==> src/rtl/irq_arbiter.sv <==
// Interrupt arbiter: picks one masked pending line, presents it to the core with
// its mcause value, and routes the core's mret back as a one-cycle pulse to that source.
module irq_arbiter #(
    parameter int N_IRQ       = 16,
    parameter int ROUND_ROBIN = 0,
    parameter int CAUSE_BASE  = 16
) (
    input  logic                     clk_i,
    input  logic                     rst_i,
    input  logic [N_IRQ-1:0]         irq_lines_i,
    input  logic [N_IRQ-1:0]         irq_mask_i,
    output logic                     irq_req_o,
    output logic [31:0]              irq_cause_o,
    output logic [$clog2(N_IRQ)-1:0] irq_id_o,
    input  logic                     irq_ret_i,
    output logic [N_IRQ-1:0]         irq_ret_o
);

    localparam int ID_W = $clog2(N_IRQ);

    typedef enum logic [1:0] {
        IDLE   = 2'd0,
        ACTIVE = 2'd1,
        RETURN = 2'd2
    } state_t;

    state_t            state_q, state_d;
    logic              req_d;
    logic [31:0]       cause_d;
    logic [ID_W-1:0]   id_d;
    logic [N_IRQ-1:0]  ret_d;
    logic [ID_W-1:0]   ptr_q, ptr_d;
    logic [N_IRQ-1:0]  pending;
    logic [ID_W-1:0]   winner;

    // Scans from the highest candidate down so the preferred candidate is assigned last.
    function automatic logic [ID_W-1:0] pick(input logic [N_IRQ-1:0] pend,
                                             input logic [ID_W-1:0]  ptr);
        logic [ID_W-1:0] w;
        int              idx;
        w = '0;
        if (ROUND_ROBIN != 0) begin
            for (int off = N_IRQ; off >= 1; off--) begin
                idx = (int'(ptr) + off) % N_IRQ;
                if (pend[ID_W'(idx)]) w = ID_W'(idx);
            end
        end else begin
            for (int i = N_IRQ - 1; i >= 0; i--) begin
                if (pend[ID_W'(i)]) w = ID_W'(i);
            end
        end
        return w;
    endfunction

    assign pending = irq_lines_i & irq_mask_i;
    assign winner  = pick(pending, ptr_q);

    always_comb begin
        state_d = state_q;
        req_d   = irq_req_o;
        cause_d = irq_cause_o;
        id_d    = irq_id_o;
        ret_d   = '0;
        ptr_d   = ptr_q;
        case (state_q)
            IDLE: begin
                if (pending != '0) begin
                    state_d = ACTIVE;
                    req_d   = 1'b1;
                    id_d    = winner;
                    cause_d = {1'b1, 31'(CAUSE_BASE) + 31'(winner)};
                    ptr_d   = winner;
                end
            end
            ACTIVE: begin
                // The request is held regardless of line or mask changes until mret.
                if (irq_ret_i) begin
                    state_d = RETURN;
                    req_d   = 1'b0;
                    ret_d   = N_IRQ'(1) << irq_id_o;
                end
            end
            RETURN: begin
                state_d = IDLE;
            end
            default: begin
                state_d = IDLE;
                req_d   = 1'b0;
            end
        endcase
    end

    always_ff @(posedge clk_i or negedge rst_i) begin
        if (!rst_i) begin
            state_q     <= IDLE;
            irq_req_o   <= 1'b0;
            irq_cause_o <= '0;
            irq_id_o    <= '0;
            irq_ret_o   <= '0;
            ptr_q       <= ID_W'(N_IRQ - 1);
        end else begin
            state_q     <= state_d;
            irq_req_o   <= req_d;
            irq_cause_o <= cause_d;
            irq_id_o    <= id_d;
            irq_ret_o   <= ret_d;
            ptr_q       <= ptr_d;
        end
    end

endmodule

==> config.mk <==
export PLATFORM = sky130hd
export DESIGN_NAME = irq_arbiter
export DESIGN_NICKNAME = d
export VERILOG_FILES = /design/src/rtl/irq_arbiter.sv
export SDC_FILE = /design/constraint.sdc
export NUM_CORES = 1
export LEC_CHECK = 0
export ABC_AREA = 1
export CORE_ASPECT_RATIO = 0.6
export CORE_MARGIN = 3
export CORE_UTILIZATION = 34
export DETAILED_ROUTE_END_ITERATION = 7
export GPL_TIMING_DRIVEN = 1
export PLACE_DENSITY = 0.85
export SETUP_SLACK_MARGIN = 0.5
export SLEW_MARGIN = 20
export SYNTH_ARGS = -nofsm -noshare
export SYNTH_HDL_FRONTEND = slang
export SYNTH_SLANG_ARGS = --single-unit
==> constraint.sdc <==
create_clock -name clk_i -period 2 [get_ports clk_i]
set_clock_uncertainty 0.05 [all_clocks]
set_input_delay 0.3 -clock clk_i [delete_from_list [all_inputs] [get_ports clk_i]]
set_output_delay 0.3 -clock clk_i [all_outputs]
set_load 0.01 [all_outputs]
==> results of run 1 <==
==> what timing repair did <==
item                                   4_1_cts  5_1_grt
setup endpoints to repair                    8        3
resized for setup                            8        3
endpoints found under the hold margin        0        0
setup buffers                                2        0
==> cells in the mapped netlist <==
master / count
a21oi_1: 2
a31oi_1: 1
buf_4: 40
conb_1: 1
dfrtp_1: 15
inv_1: 8
inv_2: 1
nand2_1: 39
nand2_2: 4
nor2_1: 15
nor2_2: 3
nor2_4: 1
o21ai_0: 1
o21ai_1: 1
o21ai_2: 1
or2_1: 1
==> stage by stage <==
| stage | hold WS, ps | cells | area [um2] | utilization [%] | total power [mW] |
|---|---|---|---|---|---|
| floorplan | -45.6 | 169 | 1140 | - | 0.795 |
| global placement | 477 | 220 | 1400 | 52.7 | 0.993 |
| detailed placement | 452 | 220 | 1400 | 52.7 | 1.00 |
| CTS | 432 | 226 | 1450 | 54.6 | 1.23 |
| global route | 465 | 226 | 1460 | 54.9 | 1.32 |
| finish | 398 | 226 | 1460 | 54.9 | 1.22 |
==> sequential cells by signal, summed over array words and instances (netlist names) <==
signal	count
irq_id_o	2
state_q	2
irq_ret_o	8
irq_req_o	1
irq_cause_o	2
==> cells by family after synthesis <==
group / count (synthesis)
buffers and inverters: 49
other: 1
flip-flops: 15
AND/OR/NAND/NOR: 63
AO/OA/AOI/OAI: 6
==> per-layer routing <==
metal	wire (um)	up-vias	global-route usage [%]
li1	-	429	-
met1	949	371	15.0
met2	1120	38	19.7
met3	219	0	5.54
met4	0	0	2.17
met5	0	-	0
==> power by group <==
part           switching (mW)  total, mW  internal [mW]  leakage [nW]
Combinational           0.305      0.559          0.254         0.579
Sequential             0.0432      0.421          0.378         0.192
Clock                  0.0968      0.238          0.141        0.0228
Total                   0.445       1.22          0.773         0.794
==> layout make-up <==
| type | instances | area [um2] |
|---|---|---|
| Fill cell | 269 | 1200 |
| Timing Repair Buffer | 53 | 523 |
| Multi-Input combinational cell | 105 | 434 |
| Sequential cell | 15 | 375 |
| Tap cell | 40 | 50.0 |
| Clock buffer | 4 | 45.0 |
| Inverter | 9 | 33.8 |
==> worst max path at each step <==
stage / start / to / slack (ps) / cells after the start
floorplan: irq_lines_i[1] / irq_cause_o[4] / 910 / 7
global placement: irq_lines_i[15] / irq_cause_o[4] / 420 / 8
detailed placement: irq_mask_i[15] / irq_cause_o[4] / 400 / 8
CTS: irq_ret_o[1] / irq_ret_o[1] / 500 / 1
global route: irq_ret_o[0] / irq_ret_o[0] / 510 / 1
finish: irq_ret_o[2] / irq_ret_o[2] / 550 / 1
==> flow_summary.yaml, run 1 <==
outcome:
  status: "finished, final reports clean"
drt:
  wire_per_inst_um: 10.1
  ant_nets: 0
  firstDrtPassIters: 4
  viasPerCell: 3.71
  routed_wirelength_um: 2290
  drt_iter0_markers: 39
  vias: 838
  drcViolationCount: 0
global_route:
  grt_max_degree: 16
  grt-ovfl-total: 0
  track_usage_pct: 12.0
  antenna_found_initial: 0
  grt_pass1_wl_um: 3310
  grt_pass1_vias: 717
final_layout:
  drive_gt1_share_pct: 8.06
  mostFrequentLayoutCell: "clkdlybuf4s50_1"
  num_antenna_cells: 0
  area_growth_pct: 44.4
  layout_common_cells: "clkdlybuf4s50_1, nand2_1, conb_1"
  nets: 222
place:
  dp_hpwl_um: 1970
  pre_cts_ws_ps: 403
  port_buffers: 51
  place.gp.congestion: 0.704
clocking:
  clockBufferDepth: 2
  ctsHoldBuffers: 0
  htree_levels: 1
  clock_latency_ps: 250
  path_clk_slew_ps: 60
  numCtsBuffers: 3
  cts_tree: "built"
  clockRootBuffer: "clkbuf_8"
  clkSinkCount: 15
worst_setup_path:
  crit_arrival_ps: 1100
  path_cells: "clkdlybuf4s50_1"
  slowest_delay_ps: 530
  slowest_stage: "clkdlybuf4s50_1"
  rrSetupSlack_ps: 920
  cp-end-kind: "output pin"
  crit_type: "flip-flop to output pin"
  worst-endpoint-required_ps: 1650
  crit_fanout: 1
  r2r_start: "state_q[1]"
  crit_buf_inv: 1
  reg2reg_depth: 5
  r2r_end: "irq_ret_o[7]"
  start_kind: "flip-flop"
  cp_top_family: "buffers and inverters"
synthesis:
  synth_cells: 134
  yosysSeqAreaShare_pct: 37.1
  synth_top_family_by_area: "buffers and inverters"
  synth_top_area_cell: "dfrtp_1"
  yosys.area.top_type_share_pct: 37.1
  syn_area_um2: 1010
  yosys-mux-area-fraction_pct: 0
  synth_fa_ha_area_share_pct: 0
  synth_area_leaders: "dfrtp_1, buf_4, nand2_1, nor2_1, inv_1"
  synth_compound_area_share_pct: 3.46
  synth_seq_cells: 15
  syn_avg_cell_area_um2: 7.55
  yosysWarnings: 0
  synth-xor-area-share_pct: 0
  yosys.area_share.simple_pct: 26.1
  synth_cell_types: 16
floorplan:
  initial_core_util_pct: 38.0
  die_area_um2: 3690
  coreArea_um2: 2660
  top_level_ports: 88
  die_w_um: 76.4
  rows: 14
  die_y_um: 48.3
timing:
  fin_crit_sh_pct: 72.4
  fin_tns_setup_ps: 0
  finalSetupViolCount: 0
  rsz0062_at_grt: "no"
  relSlewSlack_pct: 57.4
  worst_slack_ps: 552
  fmax_mhz: 691
  period_minus_slack_ps: 1450
  finalMaxSlewViolations: 0
  worst_pin_slew_ps: 637
  finalHoldViolCount: 0
power_and_ir_drop:
  power.density_nw_per_um2: 833
  p_leak_nw: 0.794
  max-vdd-ir-drop_mv: 0.316
min_path:
  hold_path_class: "input port to async pin"
flow_run:
  drv_cap: 0
Note: power is estimated with default switching activity, not from simulation.
==> run 2, diff against run 1 <==
CORE_UTILIZATION = 31   (was 34)
PLACE_DENSITY = 0.78   (was 0.85)
clock period = 1.5 ns   (was 2 ns; I/O delays follow)
==> flow_summary.yaml, run 2 (synthesis results as in run 1) <==
outcome:
  status: "finished, final reports clean"
worst_setup_path:
  crit_fanout: 4
  r2r_start: "state_q[0]"
  crit_arrival_ps: 1250
  start_kind: "flip-flop"
  reg2reg_depth: 6
  rrSetupSlack_ps: 370
  r2r_end: "irq_ret_o[6]"
  worst-endpoint-required_ps: 1630
  crit_type: "flip-flop to flip-flop"
  cp-end-kind: "flip-flop"
final_layout:
  drive_gt1_share_pct: 49.0
  nets: 234
  layout_common_cells: "buf_2, conb_1, nand2_1"
  register_area_um2: 375
  multi_input_area_um2: 537
  mostFrequentLayoutCell: "buf_2"
  num_antenna_cells: 0
  fill_cells: 311
  largest_register_ffs: 8
  regMostFlops: "irq_ret_o"
  area_growth_pct: 42.2
clocking:
  clockBufferDepth: 2
  ctsHoldBuffers: 0
  cts_tree: "built"
  clockRootBuffer: "clkbuf_8"
  numCtsBuffers: 3
  clock_latency_ps: 240
  path_clk_slew_ps: 60
  htree_levels: 1
  clkSinkCount: 15
timing:
  finalSetupViolCount: 0
  rsz0062_at_grt: "yes"
  fin_tns_setup_ps: 0
  fmax_mhz: 886
  whs_ps: 239
  period_minus_slack_ps: 1130
  finalHoldViolCount: 0
  fin_crit_sh_pct: 75.3
  finalMaxSlewViolations: 0
floorplan:
  top_level_ports: 88
  die_y_um: 50.3
  die_w_um: 79.8
  coreArea_um2: 2980
  initial_core_util_pct: 33.9
  die_area_um2: 4010
  rows: 15
flow_run:
  drv_cap: 0
power_and_ir_drop:
  p_leak_nw: 0.841
  p_clk_share_pct: 17.5
  p_int_mw: 1.09
  comb_power_share_pct: 50.6
  power.density_nw_per_um2: 1280
  max-vdd-ir-drop_mv: 0.458
  power.switching_mw: 0.754
  power.total_mw: 1.84
  p_sw_share_pct: 41.0
  seqPwrFrac_pct: 31.9
global_route:
  grt_pass1_vias: 821
  grt_pass1_wl_um: 3730
  track_usage_pct: 11.9
  antenna_found_initial: 0
  grt_max_degree: 16
  grt-ovfl-total: 0
drt:
  routed_wirelength_um: 2580
  wire_per_inst_um: 10.7
  drt_iter0_markers: 19
  viasPerCell: 3.73
  vias: 896
  firstDrtPassIters: 4
  drcViolationCount: 0
  ant_nets: 0
place:
  dp_hpwl_um: 1910
  port_buffers: 51
  place.gp.congestion: 0.675
min_path:
  hold_path_class: "input port to async pin"
## run 2: worst max-delay path, cell delays in order, from the launching register on
cell and delay (ps):
dfrtp_1 400, inv_2 50, nor2_2 110, inv_2 60
nor2_4 170, nand2_4 110, nor2_1 110
## run 2: final cells by class
| cell class | instances | share of cell area [%] |
|---|---|---|
| well taps | 42 | 3.65 |
| repair buffers | 65 | 27.5 |
| flip-flops and latches | 15 | 26.1 |
| clock buffers | 4 | 3.13 |
| multi-input cells | 105 | 37.3 |
| inverters | 9 | 2.35 |
## run 2: worst max path at each step
stage                               start             end  slack (ps)  cells past startpoint
after floorplan            irq_lines_i[0]  irq_cause_o[4]         500                      7
after global placement     irq_lines_i[6]  irq_cause_o[2]         -10                      7
after detailed placement  irq_lines_i[15]  irq_cause_o[2]         -50                      7
after CTS                     irq_id_o[0]  irq_cause_o[0]         410                      1
after global routing           state_q[0]    irq_ret_o[0]         320                      6
final                          state_q[0]    irq_ret_o[6]         370                      6
## run 2: what timing repair did
action,in CTS,in global routing
gates resized for setup,177,19
buffers inserted,11,2
pin swaps,41,10
setup endpoints to repair,31,30
## run 2: per-stage QoR
step	util, %	instances	instance area [um2]	setup slack (ps)
CTS	46.4	238	1390	408
finish	48.2	240	1440	371
global route	48.2	240	1440	319
detailed placement	47.6	223	1420	-45.1
global placement	47.6	223	1420	-11.0
floorplan	-	169	1150	497
## run 2: metal layers
layer  vias up  global-route usage [%]  share of wire [%]
met4         0                    2.53               0.58
li1        455                       -                  -
met3         2                    3.58                 10
met2        37                    20.4                 49
met5         -                       0                  0
met1       402                    14.9                 41
## run 2: power by group through the flow
| stage | Sequential [mW] | Clock, mW | Combinational [mW] |
|---|---|---|---|
| floorplan | 0.615 | 0 | 0.447 |
| global placement | 0.591 | 0 | 0.732 |
| detailed placement | 0.594 | 0 | 0.744 |
| CTS | 0.576 | 0.331 | 0.785 |
| global route | 0.597 | 0.346 | 1.02 |
| finish | 0.586 | 0.321 | 0.931 |
